==> config.mk <==
export PLATFORM = sky130hd
export DESIGN_NAME = cpu_out_fifo_flat
export DESIGN_NICKNAME = d
export VERILOG_FILES = /design/src/rtl/cpu_pkg.sv /design/src/rtl/cpu_out_fifo_if.sv /design/src/rtl/fifo_regfile.sv /design/src/rtl/cpu_out_fifo.sv /design/src/flat_wrapper.sv
export SDC_FILE = /design/constraint.sdc
export NUM_CORES = 1
export LEC_CHECK = 0
export ABC_AREA = 0
export CAP_MARGIN = 20
export CORE_UTILIZATION = 40
export CTS_BUF_LIST = sky130_fd_sc_hd__clkbuf_4 sky130_fd_sc_hd__clkbuf_8 sky130_fd_sc_hd__clkbuf_16
export DETAILED_ROUTE_END_ITERATION = 6
export SYNTH_ARGS = -nofsm -noshare
export SYNTH_HDL_FRONTEND = slang
export SYNTH_SLANG_ARGS = --single-unit
==> constraint.sdc <==
create_clock -name clk -period 2.4 [get_ports clk]
set_input_delay 0.36 -clock clk [delete_from_list [all_inputs] [get_ports clk]]
set_output_delay 0.36 -clock clk [all_outputs]
set_load 0.01 [all_outputs]
==> src/rtl/cpu_pkg.sv <==
// Shared cpu-system constants: bus widths and the 2-bit instruction opcodes.
// Blocks downstream of the cpu import this so widths never drift apart.
package cpu_pkg;

    localparam int DATA_W = 8;
    localparam int ADDR_W = 5;

    typedef logic [DATA_W-1:0] word_t;
    typedef logic [1:0]        opcode_t;

    localparam opcode_t IN  = 2'b00;
    localparam opcode_t OUT = 2'b01;
    localparam opcode_t ST  = 2'b10;
    localparam opcode_t LD  = 2'b11;

endpackage

==> src/rtl/cpu_out_fifo_if.sv <==
// Bundle between the cpu OUT path, the output FIFO and its consumer.
// The slave modport is the FIFO; the master modport is the cpu/consumer side.
interface cpu_out_fifo_if
    import cpu_pkg::*;
#(
    parameter int DEPTH = 4
);
    localparam int CNT_W = $clog2(DEPTH) + 1;

    logic             wr_en;
    word_t            wr_data;
    logic             full;
    logic             ovf;
    logic             clr_ovf;
    logic [CNT_W-1:0] count;
    word_t            out_data;
    logic             out_valid;
    logic             out_ready;

    modport slave (
        input  wr_en, wr_data, clr_ovf, out_ready,
        output full, ovf, count, out_data, out_valid
    );

    modport master (
        output wr_en, wr_data, clr_ovf, out_ready,
        input  full, ovf, count, out_data, out_valid
    );

endinterface

==> src/rtl/fifo_regfile.sv <==
// DEPTH x DATA_W storage for the output FIFO: synchronous write, asynchronous read.
module fifo_regfile
    import cpu_pkg::*;
#(
    parameter int DEPTH  = 4,
    parameter int WIDTH  = DATA_W,
    localparam int AW    = $clog2(DEPTH)
) (
    input  logic             clk,
    input  logic             we,
    input  logic [AW-1:0]    waddr,
    input  logic [WIDTH-1:0] wdata,
    input  logic [AW-1:0]    raddr,
    output logic [WIDTH-1:0] rdata
);

    logic [WIDTH-1:0] mem [DEPTH];

    // NOTE: storage has no reset; the pointers and count guard every read, and
    // a reset term here would turn the array into a wide mux of reset flops.
    // NOTE: non-blocking assignment keeps the write ordered after every reader of
    // this edge, so a same-cycle read sees the old contents.
    always_ff @(posedge clk) begin
        if (we) begin
            mem[waddr] <= wdata;
        end
    end

    assign rdata = mem[raddr];

endmodule

==> src/rtl/cpu_out_fifo.sv <==
// Output-port FIFO behind the cpu OUT instruction: show-ahead valid/ready drain,
// occupancy/full status and a sticky overflow flag for dropped pushes.
module cpu_out_fifo
    import cpu_pkg::*;
#(
    parameter int DEPTH = 4,
    localparam int PTR_W = $clog2(DEPTH),
    localparam int CNT_W = $clog2(DEPTH) + 1
) (
    input  logic          clk,
    input  logic          rst,
    cpu_out_fifo_if.slave bus
);

    logic [PTR_W-1:0] wr_ptr;
    logic [PTR_W-1:0] rd_ptr;
    logic [CNT_W-1:0] count_q;
    logic [CNT_W-1:0] count_nxt;
    logic             ovf_q;
    logic             full;
    logic             not_empty;
    logic             push;
    logic             pop;
    logic             drop;
    word_t            head;

    // Status comes only from registered count, never from this cycle's strobes.
    assign full      = (count_q == CNT_W'(DEPTH));
    assign not_empty = (count_q != '0);

    assign push = bus.wr_en & ~full;
    assign drop = bus.wr_en & full;
    assign pop  = not_empty & bus.out_ready;

    fifo_regfile #(
        .DEPTH (DEPTH),
        .WIDTH (DATA_W)
    ) u_regfile (
        .clk   (clk),
        .we    (push),
        .waddr (wr_ptr),
        .wdata (bus.wr_data),
        .raddr (rd_ptr),
        .rdata (head)
    );

    // NOTE: default assignment first so every path drives count_nxt (no latch).
    always_comb begin
        count_nxt = count_q;
        unique case ({push, pop})
            2'b10:   count_nxt = count_q + 1'b1;
            2'b01:   count_nxt = count_q - 1'b1;
            default: count_nxt = count_q;
        endcase
    end

    always_ff @(posedge clk or negedge rst) begin
        if (!rst) begin
            wr_ptr  <= '0;
            rd_ptr  <= '0;
            count_q <= '0;
        end else begin
            if (push) begin
                wr_ptr <= wr_ptr + 1'b1;
            end
            if (pop) begin
                rd_ptr <= rd_ptr + 1'b1;
            end
            count_q <= count_nxt;
        end
    end

    // A dropped push outranks a clear requested on the same edge.
    always_ff @(posedge clk or negedge rst) begin
        if (!rst) begin
            ovf_q <= 1'b0;
        end else if (drop) begin
            ovf_q <= 1'b1;
        end else if (bus.clr_ovf) begin
            ovf_q <= 1'b0;
        end
    end

    assign bus.full      = full;
    assign bus.ovf       = ovf_q;
    assign bus.count     = count_q;
    assign bus.out_valid = not_empty;
    assign bus.out_data  = not_empty ? head : '0;

endmodule

==> src/flat_wrapper.sv <==
// flat-port wrapper written by rule: the top's interface ports become plain ports
module cpu_out_fifo_flat import cpu_pkg::*;
#(
    parameter int DEPTH = 4,
    localparam int PTR_W = $clog2(DEPTH),
    localparam int CNT_W = $clog2(DEPTH) + 1
)
  (clk, rst, bus_wr_en, bus_wr_data, bus_clr_ovf, bus_out_ready, bus_full, bus_ovf, bus_count, bus_out_data, bus_out_valid);
  cpu_out_fifo_if #(.DEPTH(DEPTH)) bus_i ();
  input  logic clk;
  input  logic rst;
  input wire logic [$bits(bus_i.wr_en)-1:0] bus_wr_en;
  input wire logic [$bits(bus_i.wr_data)-1:0] bus_wr_data;
  input wire logic [$bits(bus_i.clr_ovf)-1:0] bus_clr_ovf;
  input wire logic [$bits(bus_i.out_ready)-1:0] bus_out_ready;
  output wire logic [$bits(bus_i.full)-1:0] bus_full;
  output wire logic [$bits(bus_i.ovf)-1:0] bus_ovf;
  output wire logic [$bits(bus_i.count)-1:0] bus_count;
  output wire logic [$bits(bus_i.out_data)-1:0] bus_out_data;
  output wire logic [$bits(bus_i.out_valid)-1:0] bus_out_valid;
  assign bus_i.wr_en = bus_wr_en;
  assign bus_i.wr_data = bus_wr_data;
  assign bus_i.clr_ovf = bus_clr_ovf;
  assign bus_i.out_ready = bus_out_ready;
  assign bus_full = bus_i.full;
  assign bus_ovf = bus_i.ovf;
  assign bus_count = bus_i.count;
  assign bus_out_data = bus_i.out_data;
  assign bus_out_valid = bus_i.out_valid;
  cpu_out_fifo #(.DEPTH(DEPTH)) u_core (.clk(clk), .rst(rst), .bus(bus_i));
endmodule
Word level (Yosys, flattened, before mapping)
Memory sizes are Yosys's and may differ from the RTL's.
Index checks and enable logic that the tools add are counted.
Widths: inputs -> output; s select.
{"block": "totals", "output_inout_bits": 14, "wordCells": 25, "inputBits": 13, "ramBits": 32, "reg_bits": 8, "mem_count": 1}
{"memory": "u_core.u_regfile.mem", "words": 4, "width": 8, "read_ports": 1, "rd_ports_with_merged_regs": 0, "wr": 1, "line": "fifo_regfile.sv:17", "text": "logic [WIDTH-1:0] mem [DEPTH];"}
{"block": "op_classes", "muxes": 6, "n_bitwise": 4, "addsub": 4, "n_eq_ne": 3, "reduce_logical": 3}
{"op": "$mux 8", "n": 1}
{"op": "$pmux 3 s2", "n": 1}
{"op": "$add 2x1->2 const B", "n": 2}
{"op": "$mux 1", "n": 4}
{"op": "$reduce_bool 2->1", "n": 2}
{"op": "$add 3x1->3 const B", "n": 1}
{"op": "$and 1x1->1", "n": 3}
{"op": "$eq 3x3->1 const B", "n": 1}
{"op": "$reduce_bool 3->1", "n": 1}
{"op": "$sub 3x1->3 const B", "n": 1}
{"op": "$eq 2x1->1 const B", "n": 1}
{"op": "$eq 2x2->1 const B", "n": 1}
{"op": "$not 1->1", "n": 1}

Logic depth before layout (Yosys ltp)
Gate-level depths: netlist of run 1.
{"block": "depth", "ltp_word": 5, "ltp_mapped": 9, "depth_no_buf": 9}

Cells and area by module
From an unflattened synthesis of run 1, not the netlist that was laid out.
{"block": "unflattened", "hier_cells": 88, "area_unflattened_um2": 1641.6}
{"mod": "fifo_regfile", "cells_per_inst": 46, "n_inst": 1, "seq_area_each_um2": 960.9, "area_per_inst_um2": 1188.6}
{"mod": "cpu_out_fifo", "cells_per_inst": 42, "n_inst": 1, "seq_area_each_um2": 200.2, "area_per_inst_um2": 452.9}

Least setup slack after synthesis of run 1
No wires, ideal clock.
{"block": "synth_timing", "path_kind": "register to register", "startpoint": "reg u_core.count_q[0], in the netlist u_core.bus.count[0]", "endpoint": "reg u_core.count_q[2], in the netlist u_core.bus.count[2]", "setup_ns": 0.079, "path_buffers": 0, "required_ns": 2.321, "t_arrival_ns": 1.936, "path_stages_with_launch": 10, "period_less_slack_ns": 2.015, "setup_slack_ns": 0.385, "path_cell_list": "dfrtp_1 > nor3b_2 > nor2b_2 > inv_1 > ha_1 > inv_1 > fa_1 > xor2_1 > nor2_1 > xor2_1"}
{"block": "synth_between", "elab_chain_cells": 5, "elab_cells_between_ends": 11, "cone_classes": "2 x add/sub; 3 x eq/ne; 1 x mux; 3 x bitwise; 2 x reduce/logical"}
{"item": "start, declared", "line": "cpu_out_fifo.sv:17", "text": "logic [CNT_W-1:0] count_q;"}
{"item": "start signal, assigned", "line": "cpu_out_fifo.sv:69", "text": "count_q <= count_nxt;"}
{"item": "$eq 3x3->1 (*)", "line": "cpu_out_fifo.sv:28", "text": "assign full = (count_q == CNT_W'(DEPTH));"}
{"item": "named net bus_full", "line": "flat_wrapper.sv:16", "text": "output wire logic [$bits(bus_i.full)-1:0] bus_full;"}
{"item": "$not 1->1 (*)", "line": "cpu_out_fifo.sv:31", "text": "assign push = bus.wr_en & ~full;"}
{"item": "$and 1x1->1 (*)", "line": "cpu_out_fifo.sv:31"}
{"item": "$eq 2x1->1 / $eq 2x2->1 (equally long branches)", "line": "cpu_out_fifo.sv:50", "text": "unique case ({push, pop})"}
{"item": "$pmux 3 s2 / $reduce_bool 2->1 (equally long branches)"}
The timed path passes the listed nets; every way through them passes the cells marked *.
A chain may end at the register's enable or synchronous reset.

Worst setup path after layout of run 1
{"block": "layout_timing", "startpoint": "reg u_core.rd_ptr[0]", "endpoint": "out bus_out_data[6]"}
{"block": "layout_between", "elab_chain_cells": 2}
{"item": "start, declared", "line": "cpu_out_fifo.sv:16", "text": "logic [PTR_W-1:0] rd_ptr;"}
{"item": "start signal, assigned", "line": "cpu_out_fifo.sv:67", "text": "rd_ptr <= rd_ptr + 1'b1;"}
{"item": "$mem_v2 4x8"}
{"item": "$mux 8", "line": "cpu_out_fifo.sv:88", "text": "assign bus.out_data = not_empty ? head : '0;"}
{"item": "end, declared", "line": "flat_wrapper.sv:19", "text": "output wire logic [$bits(bus_i.out_data)-1:0] bus_out_data;"}
No other way between the ends.

==> results of run 1 <==
[worst max-delay path: cells and delay by family, from the launching register on]
family,cells,cell delay [ns]
buffers and inverters,2,0.63
DFF,1,0.41
and+or+nand+nor,1,0.16
muxes,1,0.48
[placed cells by master, fill, tap and decap left out, drive strengths merged]
master         netlist  layout
dfrtp                8       8
nor2b                1       1
and2                13      13
nor2                 1       1
xnor2                3       3
mux2                 1       1
mux4                 8       8
clkdlybuf4s50        0      19
nor3b                1       1
buf                  2       3
ha                   5       5
clkinv               0       2
o21ai                2       2
or3                  1       1
clkbuf               1       5
inv                  7       7
nand2                2       2
fa                   1       1
nand3                1       1
xor2                 3       3
edfxtp              32      32
bufinv               0       1
dlymetal6s2s         0       7
[power groups by stage]
stage                     sequential (W)  clock (W)  combinational, W
after global routing             0.00109   0.000585           0.00119
after CTS                        0.00107   0.000555           0.00110
after floorplan                  0.00103          0          0.000673
after detailed placement         0.00109          0           0.00110
final                            0.00107   0.000538           0.00107
after global placement           0.00107          0           0.00108
[cells in the mapped netlist]
| library cell | n |
|---|---|
| and2_1 | 12 |
| and2_4 | 1 |
| buf_6 | 2 |
| clkbuf_2 | 1 |
| dfrtp_1 | 8 |
| edfxtp_1 | 32 |
| fa_1 | 1 |
| ha_1 | 5 |
| inv_1 | 7 |
| mux2_4 | 1 |
| mux4_2 | 8 |
| nand2_1 | 2 |
| nand3_2 | 1 |
| nor2_1 | 1 |
| nor2b_2 | 1 |
| nor3b_2 | 1 |
| o21ai_0 | 2 |
| or3_4 | 1 |
| xnor2_1 | 3 |
| xor2_1 | 3 |
[final cells by class]
cell class / instances / area (um2) / share of cell area (%)
clock buffers: 5 / 68.82 / 3.196
clock inverters: 3 / 42.54 / 1.976
inverters: 7 / 26.28 / 1.220
multi-input cells: 43 / 478.0 / 22.20
flip-flops and latches: 40 / 1162 / 53.98
well taps: 50 / 62.56 / 2.905
repair buffers: 29 / 312.8 / 14.53
[per-layer routing]
layer  vias up  part of all wire (%)  GRT usage, %
li1        404                     -             -
met1       430                    43         17.17
met2        16                    51         24.00
met3         6                   4.6         6.849
met4         0                   1.8         6.649
met5         -                     0             0
[cell families (layout without fill, tap and decap cells)]
logic type / count (synthesis) / in the layout / share of synthesized area, %
flip-flops: 40 / 40 / 68.59
XOR/XNOR: 6 / 6 / 3.105
adder cells (fa/ha/maj): 6 / 6 / 4.878
AO/OA/AOI/OAI: 2 / 2 / 0.5913
multiplexers: 9 / 9 / 11.53
buffers and inverters: 10 / 44 / 3.178
AND/OR/NAND/NOR: 20 / 20 / 8.130
[state kept, by name (all words and copies together) (netlist names)]
register	flops
u_core.rd_ptr	2
u_core.wr_ptr	2
u_core.u_regfile.mem	32
u_core.bus.ovf	1
u_core.bus.count	3
[stage by stage]
stage                     hold WS, ns  util [%]  instance area [um2]  instances
after global routing           0.3859     53.45                 2153        177
after global placement         0.5074     49.84                 2008        167
after CTS                      0.3697     52.64                 2121        175
after detailed placement       0.5208     49.84                 2008        167
after floorplan               0.06441         -                 1693         93
final                          0.3652     53.45                 2153        177
[worst paths after layout]
check                                                   to  slack [ns]  depth (start not counted)
min reg2reg                u_core.bus.count[2]$_DFFE_PN0P_        0.52                          1
max                                        bus_out_data[6]        0.07                          4
max reg2reg                u_core.bus.count[1]$_DFFE_PN0P_        0.34                          6
min in group clk           u_core.bus.count[2]$_DFFE_PN0P_        0.52                          1
min                           u_core.rd_ptr[1]$_DFFE_PN0P_        0.37                          1
max in group asynchronous     u_core.rd_ptr[0]$_DFFE_PN0P_        1.72                          1
[timing repair]
action,in CTS,in global routing
hold buffers,0,0
endpoints found under the setup margin,8,8
setup buffers,0,2
cloned,0,0
resized for setup,1,7
hold endpoints to repair,0,0
==> results.md, run 1 <==
* Sw Share at about 30%
* Cell Area, Synth at 1693 um2
* Sequential Power Share at roughly 40%
* DIE AREA at approximately 4500 um2
* Wire per inst at approximately 16 um
* Crit path largest cell delay at roughly 0.48 ns
* Global placement routability congestion at between 0.6 and 0.7
* I/O Buffers at 26
* Worst-path fanout max at 8
* Syn nets at 112
* Slew Viols, Final at 0
* Combinational fraction of design power at 40.1%
* P_leak at between 0.8 and 0.9 nW
* Worst setup EP type: output port
* Yosys Warn Count at 0
* Die Ht at around 67 um
* Gate Count Post-Synth at between 90 and 100
* Max cap viols at 0
* CP Data Arrival Time at around 2 ns
* Clock Power Share at about a fifth
* Die boundary width at between 60 and 70 um
* Place WS at between 0.2 and 0.25 ns
* Status: finished, final reports clean
* Share of layout cells above drive strength 1 at between 10% and 20%
* Ant diodes at 0
* Cell Pwr Density at about 1200 nW/um2
* Startpoint types: flip-flop
* Total CTS buffers at 5
* Part of the Yosys area used for sequential elements at ~69%
* TritonCTS clock tree: done
* # rows at 23
* Initial core utilization at a little over two fifths
* CTS root buffer: clkbuf_8
* Worst-skew pair later-pin latency at 0.29 ns
* Count of cell types in the netlist at 20
* CTS H-tree depth at 2
* FILL cells at 341
* GRT Overall Usage at roughly 15%
* Setup ws final at ~0.066 ns
* R2R Path Start: u_core.bus.count[0]$_DFFE_PN0P_
* Setup TNS at 0 ns
* Cell Int Power at roughly 0.0019 W
* Cell taking the most area after synthesis: edfxtp_1
* Crit path kind: reg -> out
* DRC errors left at 0
* Largest net degree at the start of global routing at 14
* Worst EP required at 2.04 ns
* Clock slew at reported path FFs at 0.08 ns
* DRT Wirelength at 2819 um
* Nets at between 100 and 150
* Clk_skew at around 0.0042 ns
* Vias post-DR at between 800 and 900
* Worst-path cell chain: buf_12 > mux4_2 > and2_1 > clkdlybuf4s50_1
* Vias in the first global route at approximately 900
* First-pass GRT wire length at approximately 4400 um
* Worst path slowest cell: mux4_2
* RSZ-0062 raised after global routing: false
* Synth top area share at 56.76%
* CP startpoint: u_core.rd_ptr[0]$_DFFE_PN0P_
* Max clock buf depth at 2
* Final period util at between 90% and 100%
* GRT overflow at 0
* Number of vias per cell at around 4.8
* Top post-synthesis cells by area: edfxtp_1, dfrtp_1, mux4_2
* Final hold violation count at 0
* Net Switching at 0.0007956 W
* Worst-Margin Slew at around 0.45 ns
* Final antenna-violating net count at 0
* DR iter-0 viols at 43
* Rel. slew slack at between 70% and 80%
* Overall power at around 0.0027 W
* Pre-antenna DRT Iters at 4
* Core Region at a little over 4000 um2
* Setup-failing EPs final at 0
* Synth Register Bits at 40
* Classification of the worst-slack hold path: in -> async
* Max Freq at about 430 MHz
* Layout area overhead at 27.20%
* HPWL Detailed at between 1500 and 2000 um
* Antenna violations before repair at 0
* Min Clock Period, post-route at between 2 and 2.5 ns
* Avg Inst Size Synth at 18.20 um2
* Worst VDD drop at around 0.48 mV
* # IOs at 27
* Sink Count at 40
Note: power is estimated with default switching activity, not from simulation.
==> run 2: changes to the inputs <==
--- a/config.mk
+++ b/config.mk
@@ -7,9 +7,10 @@
 export LEC_CHECK = 0
 export ABC_AREA = 0
 export CAP_MARGIN = 20
-export CORE_UTILIZATION = 40
+export CORE_UTILIZATION = 52
 export CTS_BUF_LIST = sky130_fd_sc_hd__clkbuf_4 sky130_fd_sc_hd__clkbuf_8 sky130_fd_sc_hd__clkbuf_16
 export DETAILED_ROUTE_END_ITERATION = 6
+export PLACE_DENSITY = 0.78
 export SYNTH_ARGS = -nofsm -noshare
 export SYNTH_HDL_FRONTEND = slang
 export SYNTH_SLANG_ARGS = --single-unit
==> run 2 against run 1 <==
  * Fmax increased by 6.6%
  * Sequential share of layout area increased by 1.1 points
  * Die area decreased by 22%
  * Clock skew increased by 0.011 ns
  * Routed wire length decreased by 0.43%
  * Register-to-register slack got worse by 0.04 ns
  * First-iteration DRC count decreased by 72%
  * Largest cell class unchanged
==> results.md, run 2 (synthesized netlist as in run 1, its figures left out) <==
* Status: finished, final reports clean
* DRC errors left at 0 (unchanged)
* Layout area overhead at 24.76%
* Setup-failing EPs final at 0 (unchanged)
* Largest net degree at the start of global routing at 14 (unchanged)
* Vias in the first global route at 924 (+2.9%)
* Worst VDD drop at 0.6516 mV (+35%)
* WP buf/inv at 2 (unchanged)
* Final period util at 91.23% (-6.0 points)
* TritonCTS clock tree: done
* Clock slew at reported path FFs at 0.12 ns (+0.04 ns)
* RSZ-0062 raised after global routing: false
* Worst-path fanout max at 8 (unchanged)
* Max cap viols at 0 (unchanged)
* CTS H-tree depth at 2 (unchanged)
* Global placement routability congestion at 0.6433 (-6.3%)
* Final hold violation count at 0 (unchanged)
* Cell Pwr Density at 1226 nW/um2 (-1.4%)
* Area of the multi-input gates at 478.0 um2 (unchanged)
* I/O Buffers at 26 (unchanged)
* # rows at 20 (-13%)
* Worst setup EP type: output port
* Most frequent cells in the layout: edfxtp_1, clkdlybuf4s50_1, and2_1
* Number of vias per cell at 5.018 (+3.8%)
* Classification of the worst-slack hold path: in -> async
* HPWL Detailed at 1890 um (-1.1%)
* Count of non-filler cells in the finished layout at 170 (-4.0%)
* Largest register FFs at 32 (unchanged)
* Ant diodes at 0 (unchanged)
* Worst-skew pair later-pin latency at 0.35 ns (+0.06 ns)
* Startpoint types: flip-flop
* # IOs at 27 (unchanged)
* Total CTS buffers at 5 (unchanged)
* # placed instances at 161 (-3.6%)
* CTS root buffer: clkbuf_4
* Reg area at 1162 um2 (unchanged)
* Max Freq at 456.7 MHz (+6.6%)
* CP Data Arrival Time at 1.83 ns (-0.14 ns)
* Max clock buf depth at 2 (unchanged)
* DR iter-0 viols at 12 (-72%)
* FILL cells at 226 (-34%)
* Antenna violations before repair at 0 (unchanged)
* Setup TNS at 0 ns (unchanged)
* Min Clock Period, post-route at 2.190 ns (-0.1450 ns)
* Die boundary width at 59.06 um (-12%)
* Share of layout cells above drive strength 1 at 19.84% (+0.16 points)
* Slew Viols, Final at 0 (unchanged)
* Top reg by flops: u_core.u_regfile.mem
* Cts-stage hold buffer count at 0 (unchanged)
* Worst EP required at 2.04 ns (about the same)
* Worst-path cell chain: buf_12 > mux4_2 > and2_1 > dlygate4sd2_1
* Worst-Margin Slew at 0.4463 ns (-0.001546 ns)
* Rel. slew slack at 70.24% (+0.10 points)
* Nets at 144 (-0.69%)
* Worst path slowest cell: mux4_2
* Commonest non-fill, non-tap cell in the layout: edfxtp_1
* First-pass GRT wire length at 4457 um (+1.1%)
* Sink Count at 40 (unchanged)
* DRT Wirelength at 2807 um (-0.43%)
* Final antenna-violating net count at 0 (unchanged)
* Wire per inst at 16.51 um (+3.7%)
* P_leak at 0.8285 nW (-2.2%)
* Core Region at 3078 um2 (-24%)
* Initial core utilization at 55.00% (+13 points)
* Clk_skew at 0.01482 ns (+0.01063 ns)
* DIE AREA at 3487 um2 (-22%)
* GRT Overall Usage at 19.37% (+4.3 points)
* Pre-antenna DRT Iters at 4 (unchanged)
* Crit path largest cell delay at 0.49 ns (about the same)
* Die Ht at 59.06 um (-12%)
* CP delay by family, top: multiplexers
* Crit path kind: reg -> out
* GRT overflow at 0 (unchanged)
* Vias post-DR at 853 (-0.35%)
==> run 2: changes by cell type in the layout (fill, tap and decap cells not counted) <==
cell             change
clkinv_1             -1
clkbuf_8             -4
buf_4                -1
dlymetal6s2s_1       -1
clkdlybuf4s50_1      -1
clkbuf_4             +5
dlygate4sd2_1        +2
==> run 2: path summary, 6_finish.rpt <==
kind	startpoint	end	slack [ns]	cells after the start
worst min register to register	u_core.bus.count[2]$_DFFE_PN0P_	u_core.bus.count[2]$_DFFE_PN0P_	0.53	1
worst min-delay path	rst	u_core.bus.count[2]$_DFFE_PN0P_	0.29	1
max in group asynchronous	rst	u_core.rd_ptr[0]$_DFFE_PN0P_	1.79	1
worst max register to register	u_core.bus.count[0]$_DFFE_PN0P_	u_core.bus.count[1]$_DFFE_PN0P_	0.30	6
worst max-delay path	u_core.rd_ptr[0]$_DFFE_PN0P_	bus_out_data[5]	0.21	4
min in group clk	u_core.bus.count[2]$_DFFE_PN0P_	u_core.bus.count[2]$_DFFE_PN0P_	0.53	1
==> run 2: per-stage QoR <==
stage          worst slack, ns  util, %  power, W  area [um2]  hold WS [ns]
2_1_floorplan           0.3849        -  0.001708        1693       0.06441
3_3_place_gp            0.3038    65.00  0.002133        2001        0.4999
3_5_place_dp            0.2322    65.00  0.002182        2001        0.5080
4_1_cts             0.00005773    68.13  0.002652        2097        0.2940
5_1_grt                 0.1341    68.62  0.002746        2112        0.2986
6_report                0.2105    68.62  0.002589        2112        0.2925
==> run 2: area by class of cell <==
class | count | share of cell area, %
clock inverter | 2 | 1.836
multi-input combinational | 43 | 22.63
tap | 44 | 2.607
timing repair buffer | 28 | 14.22
inverter | 7 | 1.244
sequential | 40 | 55.04
clock buffer | 6 | 2.429
==> run 2: metal layers <==
| metal | up-vias | global-route usage, % | share of wire, % |
|---|---|---|---|
| li1 | 403 | - | - |
| met1 | 429 | 22.83 | 42 |
| met2 | 16 | 33.12 | 53 |
| met3 | 5 | 5.895 | 3.3 |
| met4 | 0 | 8.163 | 1.6 |
| met5 | - | 0 | 0 |
==> run 2: timing repair <==
action / CTS / global route
gates resized for setup: 3 / 6
pin swaps: 0 / 0
setup buffers: 1 / 0
setup endpoints to repair: 8 / 6
==> run 2: power breakdown <==
part | total, W | internal (W) | switching (W)
clock network | 0.000472 | 0.000250 | 0.000222
logic | 0.00105 | 0.000607 | 0.000445
registers | 0.00106 | 0.000942 | 0.000122
total | 0.00259 | 0.00180 | 0.000790
==> run 3: changes to the inputs <==
--- a/config.mk
+++ b/config.mk
@@ -7,10 +7,12 @@
 export LEC_CHECK = 0
 export ABC_AREA = 0
 export CAP_MARGIN = 20
-export CORE_UTILIZATION = 52
+export CELL_PAD_IN_SITES_DETAIL_PLACEMENT = 1
+export CELL_PAD_IN_SITES_GLOBAL_PLACEMENT = 2
+export CORE_UTILIZATION = 38
 export CTS_BUF_LIST = sky130_fd_sc_hd__clkbuf_4 sky130_fd_sc_hd__clkbuf_8 sky130_fd_sc_hd__clkbuf_16
 export DETAILED_ROUTE_END_ITERATION = 6
-export PLACE_DENSITY = 0.78
+export PLACE_DENSITY_LB_ADDON = 0.25
 export SYNTH_ARGS = -nofsm -noshare
 export SYNTH_HDL_FRONTEND = slang
 export SYNTH_SLANG_ARGS = --single-unit
==> run 3 against run 2 <==
  * Count of clock-buffer cells in the layout up 1
  * Register-to-register slack better by 0.03 ns
  * Final cell count up 4.1%
  * Power about the same
  * First-iteration DRC count rose to 4.4 times the previous value
  * Combinational power about the same
  * Sequential cell count unchanged
  * Die area up 36%
==> results.md, run 3 (synthesized netlist as in run 1, its figures left out) <==
* Cell Area, Placed at 2003 um2 (+0.12%)
* Sequential Power Share at 41.0% (about the same)
* Wire per inst at 16.58 um (+0.42%)
* Worst Setup EP: bus_out_data[2]
* CP startpoint: u_core.rd_ptr[0]$_DFFE_PN0P_
* Layout area overhead at 24.54%
* Setup slack, reg-to-reg at 0.33 ns (+0.03 ns)
* Combinational fraction of design power at 41.9% (+1.2 points)
* Startpoint types: flip-flop
* Initial core utilization at 40.85% (-14 points)
* Setup TNS at 0 ns (unchanged)
* Critical register-to-register path endpoint: u_core.bus.count[1]$_DFFE_PN0P_
* DR iter-0 viols at 53 (+41)
* Antenna violations before repair at 0 (unchanged)
* Net Switching at 0.0007837 W (-0.75%)
* Clk_skew at 0.004904 ns (-0.009921 ns)
* Worst setup EP type: output port
* GRT Overall Usage at 14.44% (-4.9 points)
* Worst-path cell chain: buf_4 > mux4_2 > and2_1 > clkdlybuf4s50_1
* Rel. slew slack at 69.73% (-0.52 points)
* Final antenna-violating net count at 0 (unchanged)
* Worst-path fanout max at 3 (-5)
* Min Clock Period, post-route at 2.310 ns (+0.1207 ns)
* Worst EP required at 2.04 ns (about the same)
* Pre-antenna DRT Iters at 4 (unchanged)
* Crit path kind: reg -> out
* Max Freq at 432.9 MHz (-5.2%)
* Most frequent cells in the layout: edfxtp_1, clkdlybuf4s50_1, and2_1
* Largest net degree at the start of global routing at 13 (-1)
* Classification of the worst-slack hold path: in -> async
* P_leak at 0.7853 nW (-5.2%)
* Vias post-DR at 851 (-0.23%)
* Sink Count at 40 (unchanged)
* Worst path slowest cell: mux4_2
* DRT Wirelength at 2935 um (+4.6%)
* Commonest non-fill, non-tap cell in the layout: edfxtp_1
* GRT overflow at 0 (unchanged)
* CTS H-tree depth at 2 (unchanged)
* DIE AREA at 4726 um2 (+36%)
* Post-layout util at 50.88% (-18 points)
* Total CTS buffers at 5 (unchanged)
* First-pass GRT wire length at 4685 um (+5.1%)
* HPWL Detailed at 2089 um (+11%)
* Final period util at 96.26% (+5.0 points)
* Worst reg-to-reg path cell count at 6 (unchanged)
* Clock Power Share at 17.1% (-1.1 points)
* Cell Int Power at 0.001807 W (+0.43%)
* Overall power at 0.002591 W (about the same)
* Slew Viols, Final at 0 (unchanged)
* Ant diodes at 0 (unchanged)
* Worst-Margin Slew at 0.4541 ns (+0.007760 ns)
* Largest register FFs at 32 (unchanged)
* Share of layout cells above drive strength 1 at 19.69% (-0.16 points)
* Max cap viols at 0 (unchanged)
* DRC errors left at 0 (unchanged)
* Die boundary width at 68.75 um (+16%)
* Top reg by flops: u_core.u_regfile.mem
* Cell Pwr Density at 1229 nW/um2 (+0.25%)
* Final hold violation count at 0 (unchanged)
* CTS root buffer: clkbuf_8
* Worst-skew pair later-pin latency at 0.28 ns (-0.07 ns)
* TritonCTS clock tree: done
* Global placement routability congestion at 0.6630 (+3.1%)
* Setup-failing EPs final at 0 (unchanged)
* Sw Share at 30.25% (-0.25 points)
* # IOs at 27 (unchanged)
* Status: finished, final reports clean
* Max clock buf depth at 2 (unchanged)
* I/O Buffers at 26 (unchanged)
* CP Data Arrival Time at 1.95 ns (+0.12 ns)
* R2R Path Start: u_core.bus.count[0]$_DFFE_PN0P_
* Core Region at 4144 um2 (+35%)
* # rows at 23 (+15%)
* Number of vias per cell at 4.808 (-4.2%)
* Design Area, Final at 2108 um2 (-0.18%)
* Vias in the first global route at 938 (+1.5%)
* Die Ht at 68.75 um (+16%)
* Clock slew at reported path FFs at 0.07 ns (-0.05 ns)
* Nets at 145 (+0.69%)
* Worst VDD drop at 0.4513 mV (-31%)
* Crit path largest cell delay at 0.49 ns (about the same)
-- run 3: cell count changes in the layout (fill, tap and decap cells not counted) --
cell and delta:
clkinv_2 +1, buf_6 +1, clkinv_4 -1, dlygate4sd2_1 -2, clkdlybuf4s50_1 +6, bufinv_16 -1
clkbuf_4 -3, dlymetal6s2s_1 -4, buf_12 -1, dfrtp_2 -1, clkbuf_8 +4, dfrtp_1 +1
buf_4 +1
-- run 3: cell type report --
type / instances / area, um2
Timing Repair Buffer: 29 / 291.5
Clock buffer: 7 / 83.83
Inverter: 7 / 26.28
Sequential cell: 40 / 1161
Multi-Input combinational cell: 43 / 478.0
Tap cell: 50 / 62.56
Fill cell: 411 / 2036
Clock inverter: 1 / 5.005
-- run 3: layer usage --
layer  vias up  global-route usage, %  routed length, um
met4         0                  4.592                 30
met1       424                  17.77               1272
met5         -                      0                  0
li1        401                      -                  -
met2        22                  23.77               1495
met3         4                  5.099                136
-- run 3: worst min-delay path by stage --
stage / endpoint
2_1_floorplan: u_core.bus.count[0]$_DFFE_PN0P_
3_5_place_dp: u_core.bus.count[2]$_DFFE_PN0P_
3_3_place_gp: u_core.bus.ovf$_DFFE_PN0P_
4_1_cts: u_core.bus.count[1]$_DFFE_PN0P_
5_1_grt: u_core.wr_ptr[0]$_DFFE_PN0P_
6_report: u_core.bus.count[1]$_DFFE_PN0P_
-- run 3: critical path: cells and delay by family, from the launching register on --
family	cells	cell delay [ns]
buffers and inverters	2	0.62
muxes	1	0.49
and+or+nand+nor	1	0.17
DFF	1	0.38
-- run 3: per-stage QoR --
stage | cells | setup WS (ns) | hold slack (ns)
floorplan | 93 | 0.3849 | 0.06441
global placement | 168 | 0.2696 | 0.5195
detailed placement | 168 | 0.2221 | 0.5296
CTS | 176 | 0.01603 | 0.3730
global route | 177 | -0.0005576 | 0.3878
finish | 177 | 0.08976 | 0.3602
-- run 3: power groups by stage --
stage / clock network (W) / registers [W] / logic (W)
4_1_cts: 0.000453 / 0.00107 / 0.00111
5_1_grt: 0.000483 / 0.00108 / 0.00121
3_3_place_gp: 0 / 0.00107 / 0.00109
2_1_floorplan: 0 / 0.00103 / 0.000673
6_report: 0.000444 / 0.00106 / 0.00108
3_5_place_dp: 0 / 0.00108 / 0.00111
-- run 3: repair_timing --
item / 4_1_cts / 5_1_grt
endpoints found under the setup margin: 0 / 5
hold buffers: 0 / 0
buffers inserted: 0 / 1
resized for setup: 0 / 3
